==> src/rtl/keypad_pkg.sv <==
// Shared types and key-code constants for the 4x4 keypad scanner.
// Key codes are row*COLS+col on the fixed keymap:
//   row 0: 1 2 3 A   row 1: 4 5 6 B   row 2: 7 8 9 C   row 3: * 0 # D
package keypad_pkg;

    typedef enum logic [1:0] {
        SCAN     = 2'd0,
        DEBOUNCE = 2'd1,
        HELD     = 2'd2,
        RELEASE  = 2'd3
    } state_t;

    localparam logic [3:0] KEY_1    = 4'd0;
    localparam logic [3:0] KEY_2    = 4'd1;
    localparam logic [3:0] KEY_3    = 4'd2;
    localparam logic [3:0] KEY_A    = 4'd3;
    localparam logic [3:0] KEY_4    = 4'd4;
    localparam logic [3:0] KEY_5    = 4'd5;
    localparam logic [3:0] KEY_6    = 4'd6;
    localparam logic [3:0] KEY_B    = 4'd7;
    localparam logic [3:0] KEY_7    = 4'd8;
    localparam logic [3:0] KEY_8    = 4'd9;
    localparam logic [3:0] KEY_9    = 4'd10;
    localparam logic [3:0] KEY_C    = 4'd11;
    localparam logic [3:0] KEY_STAR = 4'd12;
    localparam logic [3:0] KEY_0    = 4'd13;
    localparam logic [3:0] KEY_HASH = 4'd14;
    localparam logic [3:0] KEY_D    = 4'd15;

    // Decimal value of a digit key; non-digit keys map to zero.
    function automatic logic [3:0] code_to_digit(input logic [3:0] code);
        logic [3:0] d;
        case (code)
            KEY_0:   d = 4'd0;
            KEY_1:   d = 4'd1;
            KEY_2:   d = 4'd2;
            KEY_3:   d = 4'd3;
            KEY_4:   d = 4'd4;
            KEY_5:   d = 4'd5;
            KEY_6:   d = 4'd6;
            KEY_7:   d = 4'd7;
            KEY_8:   d = 4'd8;
            KEY_9:   d = 4'd9;
            default: d = 4'd0;
        endcase
        return d;
    endfunction

    // True for the ten numeric keys.
    function automatic logic is_digit(input logic [3:0] code);
        logic r;
        case (code)
            KEY_0, KEY_1, KEY_2, KEY_3, KEY_4,
            KEY_5, KEY_6, KEY_7, KEY_8, KEY_9: r = 1'b1;
            default:                           r = 1'b0;
        endcase
        return r;
    endfunction

    // Keys that may auto-repeat while held: digits and the direction keys A/B.
    function automatic logic is_repeatable(input logic [3:0] code);
        return is_digit(code) || (code == KEY_A) || (code == KEY_B);
    endfunction

endpackage

==> src/rtl/keypad_entry.sv <==
// Speed entry / direction logic driven by accepted key codes.
// Digits accumulate into a clamped pending value, '#' commits it to speed,
// '*' clears the pending value, A/B/C steer direction and D forces a stop.
module keypad_entry
    import keypad_pkg::*;
#(
    parameter int SPEED_W   = 8,
    parameter int MAX_SPEED = 100,
    parameter int DIGITS    = 3,
    parameter int KW        = 4
) (
    input  logic               clk,
    input  logic               rst_n,
    input  logic               key_valid,
    input  logic [KW-1:0]      key_code,
    output logic [SPEED_W-1:0] speed,
    output logic               turn,
    output logic               is_done,
    output logic [SPEED_W-1:0] entry
);

    localparam int AW  = SPEED_W + 4;
    localparam int CNW = $clog2(DIGITS + 1);

    logic [3:0]         code_s;
    logic [3:0]         digit_s;
    logic [AW-1:0]      acc_s;
    logic [SPEED_W-1:0] clamp_s;
    logic [CNW-1:0]     dig_cnt_r;

    // Next pending value: entry*10 + digit at widened precision, clamped to the ceiling.
    always_comb begin
        code_s  = 4'(key_code);
        digit_s = code_to_digit(code_s);
        acc_s   = AW'(entry) * AW'(10) + AW'(digit_s);
        clamp_s = (acc_s > AW'(MAX_SPEED)) ? SPEED_W'(MAX_SPEED) : acc_s[SPEED_W-1:0];
    end

    // Apply the action of each accepted key on the clock after key_valid.
    always_ff @(posedge clk or negedge rst_n) begin
        if (!rst_n) begin
            speed     <= {SPEED_W{1'b0}};
            turn      <= 1'b0;
            is_done   <= 1'b0;
            entry     <= {SPEED_W{1'b0}};
            dig_cnt_r <= {CNW{1'b0}};
        end else begin
            is_done <= 1'b0;
            if (key_valid) begin
                if (is_digit(code_s)) begin
                    if (dig_cnt_r < CNW'(DIGITS)) begin
                        entry     <= clamp_s;
                        dig_cnt_r <= dig_cnt_r + CNW'(1);
                    end
                end else begin
                    case (code_s)
                        KEY_HASH: begin
                            if (dig_cnt_r != {CNW{1'b0}}) begin
                                speed     <= entry;
                                is_done   <= 1'b1;
                                entry     <= {SPEED_W{1'b0}};
                                dig_cnt_r <= {CNW{1'b0}};
                            end
                        end
                        KEY_STAR: begin
                            entry     <= {SPEED_W{1'b0}};
                            dig_cnt_r <= {CNW{1'b0}};
                        end
                        KEY_A: turn <= 1'b1;
                        KEY_B: turn <= 1'b0;
                        KEY_C: turn <= ~turn;
                        KEY_D: begin
                            speed     <= {SPEED_W{1'b0}};
                            is_done   <= 1'b1;
                            entry     <= {SPEED_W{1'b0}};
                            dig_cnt_r <= {CNW{1'b0}};
                        end
                        default: begin
                            dig_cnt_r <= dig_cnt_r;
                        end
                    endcase
                end
            end
        end
    end

endmodule

==> src/rtl/keypad_scanner.sv <==
// Matrix keypad scanner: drives one row at a time, debounces a single
// pressed key, emits a one-cycle key_valid and feeds the entry logic.
// Optional feature macro: KEYPAD_AUTOREPEAT_EN (held digit/A/B keys
// repeat after a long initial hold); without it each press yields one key.
module keypad_scanner
    import keypad_pkg::*;
#(
    parameter int ROWS      = 4,
    parameter int COLS      = 4,
    parameter int SCAN_DIV  = 1000,
    parameter int DEB_CYC   = 20000,
    parameter int SPEED_W   = 8,
    parameter int MAX_SPEED = 100,
    parameter int DIGITS    = 3
) (
    input  logic                          clk_Keypad,
    input  logic                          rst_n,
    output logic [ROWS-1:0]               row_drv,
    input  logic [COLS-1:0]               col_in,
    output logic                          key_valid,
    output logic [$clog2(ROWS*COLS)-1:0]  key_code,
    output logic [SPEED_W-1:0]            speed,
    output logic                          turn,
    output logic                          isDone,
    output logic [SPEED_W-1:0]            entry
);

    localparam int KW = $clog2(ROWS * COLS);
    localparam int RW = (ROWS > 1) ? $clog2(ROWS) : 1;
    localparam int CW = (COLS > 1) ? $clog2(COLS) : 1;
    localparam int DW = (SCAN_DIV > 1) ? $clog2(SCAN_DIV) : 1;
    localparam int BW = $clog2(DEB_CYC + 1);
    localparam logic [ROWS-1:0] ROW0 = ROWS'(1);

    state_t         state_r;
    logic [RW-1:0]  row_idx_r;
    logic [DW-1:0]  div_cnt_r;
    logic [BW-1:0]  deb_cnt_r;
    logic [COLS-1:0] cap_r;
    logic [RW-1:0]  row_next_s;
    logic [CW-1:0]  col_idx_s;
    logic [KW-1:0]  code_s;

`ifdef KEYPAD_AUTOREPEAT_EN
    localparam int AW = $clog2(32 * DEB_CYC + 1);
    logic [AW-1:0] rep_cnt_r;
    logic          rep_first_r;
    logic [AW-1:0] rep_lim_s;
    assign rep_lim_s = rep_first_r ? AW'(32 * DEB_CYC - 1) : AW'(8 * DEB_CYC - 1);
`endif

    // Next row (wrapping) and the code of the captured one-hot column pattern.
    always_comb begin
        row_next_s = (row_idx_r == RW'(ROWS - 1)) ? {RW{1'b0}} : row_idx_r + RW'(1);
        col_idx_s  = {CW{1'b0}};
        for (int i = 0; i < COLS; i++) begin
            col_idx_s = col_idx_s | (cap_r[i] ? CW'(i) : {CW{1'b0}});
        end
        code_s = KW'(int'(row_idx_r) * COLS + int'(col_idx_s));
    end

    // Scan / debounce / held / release state machine with registered outputs.
    always_ff @(posedge clk_Keypad or negedge rst_n) begin
        if (!rst_n) begin
            state_r   <= SCAN;
            row_idx_r <= {RW{1'b0}};
            row_drv   <= ROW0;
            div_cnt_r <= {DW{1'b0}};
            deb_cnt_r <= {BW{1'b0}};
            cap_r     <= {COLS{1'b0}};
            key_valid <= 1'b0;
            key_code  <= {KW{1'b0}};
`ifdef KEYPAD_AUTOREPEAT_EN
            rep_cnt_r   <= {AW{1'b0}};
            rep_first_r <= 1'b1;
`endif
        end else begin
            key_valid <= 1'b0;
            case (state_r)
                SCAN: begin
                    if (div_cnt_r == DW'(SCAN_DIV - 1)) begin
                        div_cnt_r <= {DW{1'b0}};
                        if ($onehot(col_in)) begin
                            cap_r     <= col_in;
                            deb_cnt_r <= {BW{1'b0}};
                            state_r   <= DEBOUNCE;
                        end else begin
                            row_idx_r <= row_next_s;
                            row_drv   <= ROW0 << row_next_s;
                        end
                    end else begin
                        div_cnt_r <= div_cnt_r + DW'(1);
                    end
                end
                DEBOUNCE: begin
                    if (col_in == cap_r) begin
                        if (deb_cnt_r == BW'(DEB_CYC - 1)) begin
                            deb_cnt_r <= {BW{1'b0}};
                            key_valid <= 1'b1;
                            key_code  <= code_s;
                            state_r   <= HELD;
`ifdef KEYPAD_AUTOREPEAT_EN
                            rep_cnt_r   <= {AW{1'b0}};
                            rep_first_r <= 1'b1;
`endif
                        end else begin
                            deb_cnt_r <= deb_cnt_r + BW'(1);
                        end
                    end else begin
                        deb_cnt_r <= {BW{1'b0}};
                        row_idx_r <= row_next_s;
                        row_drv   <= ROW0 << row_next_s;
                        state_r   <= SCAN;
                    end
                end
                HELD: begin
                    if (col_in == {COLS{1'b0}}) begin
                        deb_cnt_r <= {BW{1'b0}};
                        state_r   <= RELEASE;
                    end else begin
`ifdef KEYPAD_AUTOREPEAT_EN
                        if (is_repeatable(4'(key_code))) begin
                            if (rep_cnt_r == rep_lim_s) begin
                                rep_cnt_r   <= {AW{1'b0}};
                                rep_first_r <= 1'b0;
                                key_valid   <= 1'b1;
                            end else begin
                                rep_cnt_r <= rep_cnt_r + AW'(1);
                            end
                        end else begin
                            rep_cnt_r <= {AW{1'b0}};
                        end
`else
                        state_r <= HELD;
`endif
                    end
                end
                RELEASE: begin
                    if (col_in == {COLS{1'b0}}) begin
                        if (deb_cnt_r == BW'(DEB_CYC - 1)) begin
                            deb_cnt_r <= {BW{1'b0}};
                            div_cnt_r <= {DW{1'b0}};
                            row_idx_r <= row_next_s;
                            row_drv   <= ROW0 << row_next_s;
                            state_r   <= SCAN;
                        end else begin
                            deb_cnt_r <= deb_cnt_r + BW'(1);
                        end
                    end else begin
                        deb_cnt_r <= {BW{1'b0}};
                    end
                end
                default: begin
                    state_r <= SCAN;
                end
            endcase
        end
    end

    keypad_entry #(
        .SPEED_W   (SPEED_W),
        .MAX_SPEED (MAX_SPEED),
        .DIGITS    (DIGITS),
        .KW        (KW)
    ) u_entry (
        .clk       (clk_Keypad),
        .rst_n     (rst_n),
        .key_valid (key_valid),
        .key_code  (key_code),
        .speed     (speed),
        .turn      (turn),
        .is_done   (isDone),
        .entry     (entry)
    );

endmodule

==> config.mk <==
export PLATFORM = sky130hd
export DESIGN_NAME = keypad_scanner
export DESIGN_NICKNAME = d
export VERILOG_FILES = /design/src/rtl/keypad_pkg.sv /design/src/rtl/keypad_entry.sv /design/src/rtl/keypad_scanner.sv
export SDC_FILE = /design/constraint.sdc
export NUM_CORES = 1
export LEC_CHECK = 0
export BUFFER_PORTS_ARGS = -buffer_cell sky130_fd_sc_hd__buf_2
export CAP_MARGIN = 40
export CORE_ASPECT_RATIO = 1.1
export CORE_MARGIN = 2
export CORE_UTILIZATION = 25
export CTS_CLUSTER_SIZE = 12
export DETAILED_ROUTE_END_ITERATION = 16
export GPL_ROUTABILITY_DRIVEN = 0
export GPL_TIMING_DRIVEN = 0
export PLACE_DENSITY_LB_ADDON = 0.2
export SETUP_SLACK_MARGIN = 0.05
export SKIP_LAST_GASP = 1
export SYNTH_ARGS = -nofsm -noshare
export SYNTH_HDL_FRONTEND = slang
export SYNTH_HIERARCHICAL = 1
export SYNTH_SLANG_ARGS = --single-unit
==> constraint.sdc <==
create_clock -name clk_Keypad -period 3.4 [get_ports clk_Keypad]
set_input_delay 0.17 -clock clk_Keypad [delete_from_list [all_inputs] [get_ports clk_Keypad]]
set_output_delay 0.17 -clock clk_Keypad [all_outputs]
set_load 0.02 [all_outputs]
==> impl_metrics.tcl <==
set metrics [dict create \
    grt_max_degree 45 \
    drt_iter0_drc 175 \
    rsz0062_at_grt "false" \
    initial_core_util_pct 25.72 \
    tightest_slew_ns 0.9461 \
    cp-start-kind "register" \
    numCtsBuffers 9 \
    min_path_type "input pin to register" \
    swShare_pct 21.60 \
    die_h_um 137.9 \
    synthToLayoutAreaGrowth_pct 19.39 \
    dp_cells 663 \
    nets 515 \
    finalHoldViolCount 0 \
    port_buffers 32 \
    power_frac_seq_pct 40.8 \
    clock-sinks 62 \
    worstSetupStartpoint "u_entry/entry[1]" \
    cp-end-kind "register" \
    netlist_area_um2 4078 \
    critPathKind "register to register" \
    slew_headroom_pct 36.93 \
    syn-instance-count 430 \
    irDropWorstVdd_mv 0.2828 \
    dpl_worst_slack_ns 0.2291 \
    ys_types 66 \
    pin_count 33 \
    fin_crit_ns 3.145 \
    grt_first_pass_wirelength_um 16430 \
    maxSlewViolCount 0 \
    clock_latency_ns 0.34 \
    syn_area_per_cell_um2 9.483 \
    clock_skew_ns 0.005432 \
    drive_gt1_share_pct 19.58 \
    clock_path_buffers 2 \
    cp.required_ns 3.63 \
    routedWlPerCell_um 13.83 \
    worst_slack_ns 0.2548 \
    synth_area_leaders "dfrtp_1, ha_1, nand2_1" \
    power_density_nw_per_um2 372.8 \
    regToRegStartpoint "u_entry/entry[1]" \
    grt.overflow.total 0 \
    intPower_mw 1.423 \
    p_leak_nw 2.282 \
    final_core_util_pct 30.71 \
    status "complete, no violations" \
    rows 48 \
    path_clk_slew_ns 0.06 \
    synth_edf_count 0 \
    dp_hpwl_um 7124 \
    async_flop_share_pct 100.0 \
    yosysTopAreaCellShare_pct 37.43 \
    holdPathStages 2 \
    fp.dieW_um 125.8 \
    synth_commonest_cells "dfrtp_1, nand2_1, ha_1, o21ai_0" \
    cts_tree "done" \
    core_area_um2 15860 \
    cts_root_buf "clkbuf_16" \
    setup_violations 0 \
    finalCritPeriodShare_pct 92.51 \
    antenna_found_initial 0 \
    track_usage_pct 11.73 \
    synthFlopType "dfrtp_1" \
    vias_per_cell 4.862 \
    die_area_um2 17350 \
    p_switching_uw 392.0 \
    clkPwrFrac_pct 56.1 \
    maxCapViolCount 0 \
    power_frac_comb_pct 3.2 \
    hold_start "col_in[2]" \
    yosysTopAreaCell "dfrtp_1" \
    ant_nets 0 \
    yosysWarnings 6 \
    syn-num-nets 470 \
    wl_um 9406 \
    finalSetupTns_ns 0 \
    crit_path_max_fanout 7 \
    drc 0 \
    max_freq_mhz 317.9 \
    post_cts_buffers 0 \
    yosysSeqAreaShare_pct 38.08 \
    finalNonFillerCells 680 \
    htree_levels 3 \
    critPathArrivalTime_ns 3.37 \
    rr_worst_depth 10 \
    route.vias.total 3306 \
    n_antenna_cell 0 \
    power_mw 1.815 \
    yosysMostFrequentCell "dfrtp_1" \
    ys_ff_latch 62 \
    first_global_vias 3382 \
    dr.pass1.iters 4 \
]
==> cell usage in the layout (no fill, tap or decap), types with 3 or more instances in the layout <==
cell type and count:
a22o_2 3, nor2_1 21, a211oi_2 3, o21ai_0 31, or2_2 3, nor2b_1 3
nor4_1 4, a31oi_1 5, ha_1 31, nor3_1 4, and2_1 4, o21ai_1 7
clkbuf_1 3, and3_1 8, buf_2 39, dfrtp_1 60, nand4_1 13, inv_1 20
xnor2_1 4, mux2_2 10, nand2b_1 7, clkbuf_16 9, nand3_1 21, fa_1 3
a21o_1 5, nand2_1 57, a211oi_1 4, a21oi_1 13, nand3b_1 4, mux2i_1 8
xor2_1 9, nor3b_1 5
==> routing by layer <==
layer,share of wire [%],vias to the layer above,track usage [%],routed length (um)
met4,1.5,0,4.090,137
met5,0,-,0,0
met2,47,48,19.10,4389
li1,-,1658,-,-
met3,4.3,11,3.588,400
met1,48,1589,14.88,4478
==> stage by stage <==
stage	cell area [um2]	hold slack, ns
after floorplan	4078	-0.1256
after global placement	4488	0.4739
after detailed placement	4518	0.08874
after CTS	4860	0.1295
after global routing	4868	0.1502
final	4868	0.1397
==> power by group through the flow <==
stage / combinational (mW) / sequential (mW) / clock (mW)
floorplan: 0.0264 / 0.753 / 0
global placement: 0.0540 / 0.753 / 0
detailed placement: 0.0584 / 0.753 / 0
CTS: 0.0595 / 0.740 / 1.05
global route: 0.0674 / 0.739 / 1.08
finish: 0.0576 / 0.740 / 1.02
==> layout make-up <==
cell class | instances | area, um2
multi-input cells | 335 | 2394
well taps | 200 | 250.2
clock buffers | 10 | 239.0
fillers | 1704 | 10990
plain buffers | 13 | 63.81
flip-flops and latches | 62 | 1554
inverters | 20 | 75.07
clock inverters | 6 | 92.59
repair buffers | 34 | 200.2
==> final timing paths <==
path                               endpoint  slack, ns
setup / recovery           u_entry/entry[6]       0.25
max in group asynchronous        row_drv[0]       2.56
setup reg to reg           u_entry/entry[6]       0.25
hold reg to reg            u_entry/speed[7]       0.48
min in group asynchronous      div_cnt_r[9]       0.27
hold / removal                     cap_r[2]       0.14
==> kinds of logic after synthesis <==
| family | after synthesis | synth area share (%) |
|---|---|---|
| AOI/OAI and AO/OA | 95 | 15.62 |
| xor gates and xnor gates | 14 | 3.007 |
| adders and majority gates | 34 | 10.98 |
| buffers and inverters | 33 | 3.406 |
| DFF | 62 | 38.08 |
| muxes | 18 | 4.726 |
| and+or+nand+nor | 174 | 24.18 |
==> worst max-delay path, stage by stage, from the launching register on <==
cell      delay [ns]
dfrtp_1         0.47
ha_1            0.34
ha_1            0.25
fa_1            0.43
a211oi_2        0.33
nor2_1          0.15
xor2_2          0.19
xor2_1          0.19
a311oi_2        0.27
nand4_4         0.19
a21o_1          0.22
==> registers in the layout, indices dropped and copies added, names as in the netlist, named ones only <==
name	cells
u_entry/is_done	1
key_code	4
state_r	1
u_entry/turn	1
row_idx_r	2
u_entry/entry	8
u_entry/dig_cnt_r	2
div_cnt_r	10
u_entry/speed	8
cap_r	4
row_drv	4
deb_cnt_r	15
key_valid	1
==> what timing repair did <==
action / 4_1_cts / 5_1_grt
endpoints found under the setup margin: 0 / 3
resized for setup: 0 / 2
hold endpoints to repair: 18 / 0
hold buffers: 1 / 0
Power figures use the tool's default switching activity.
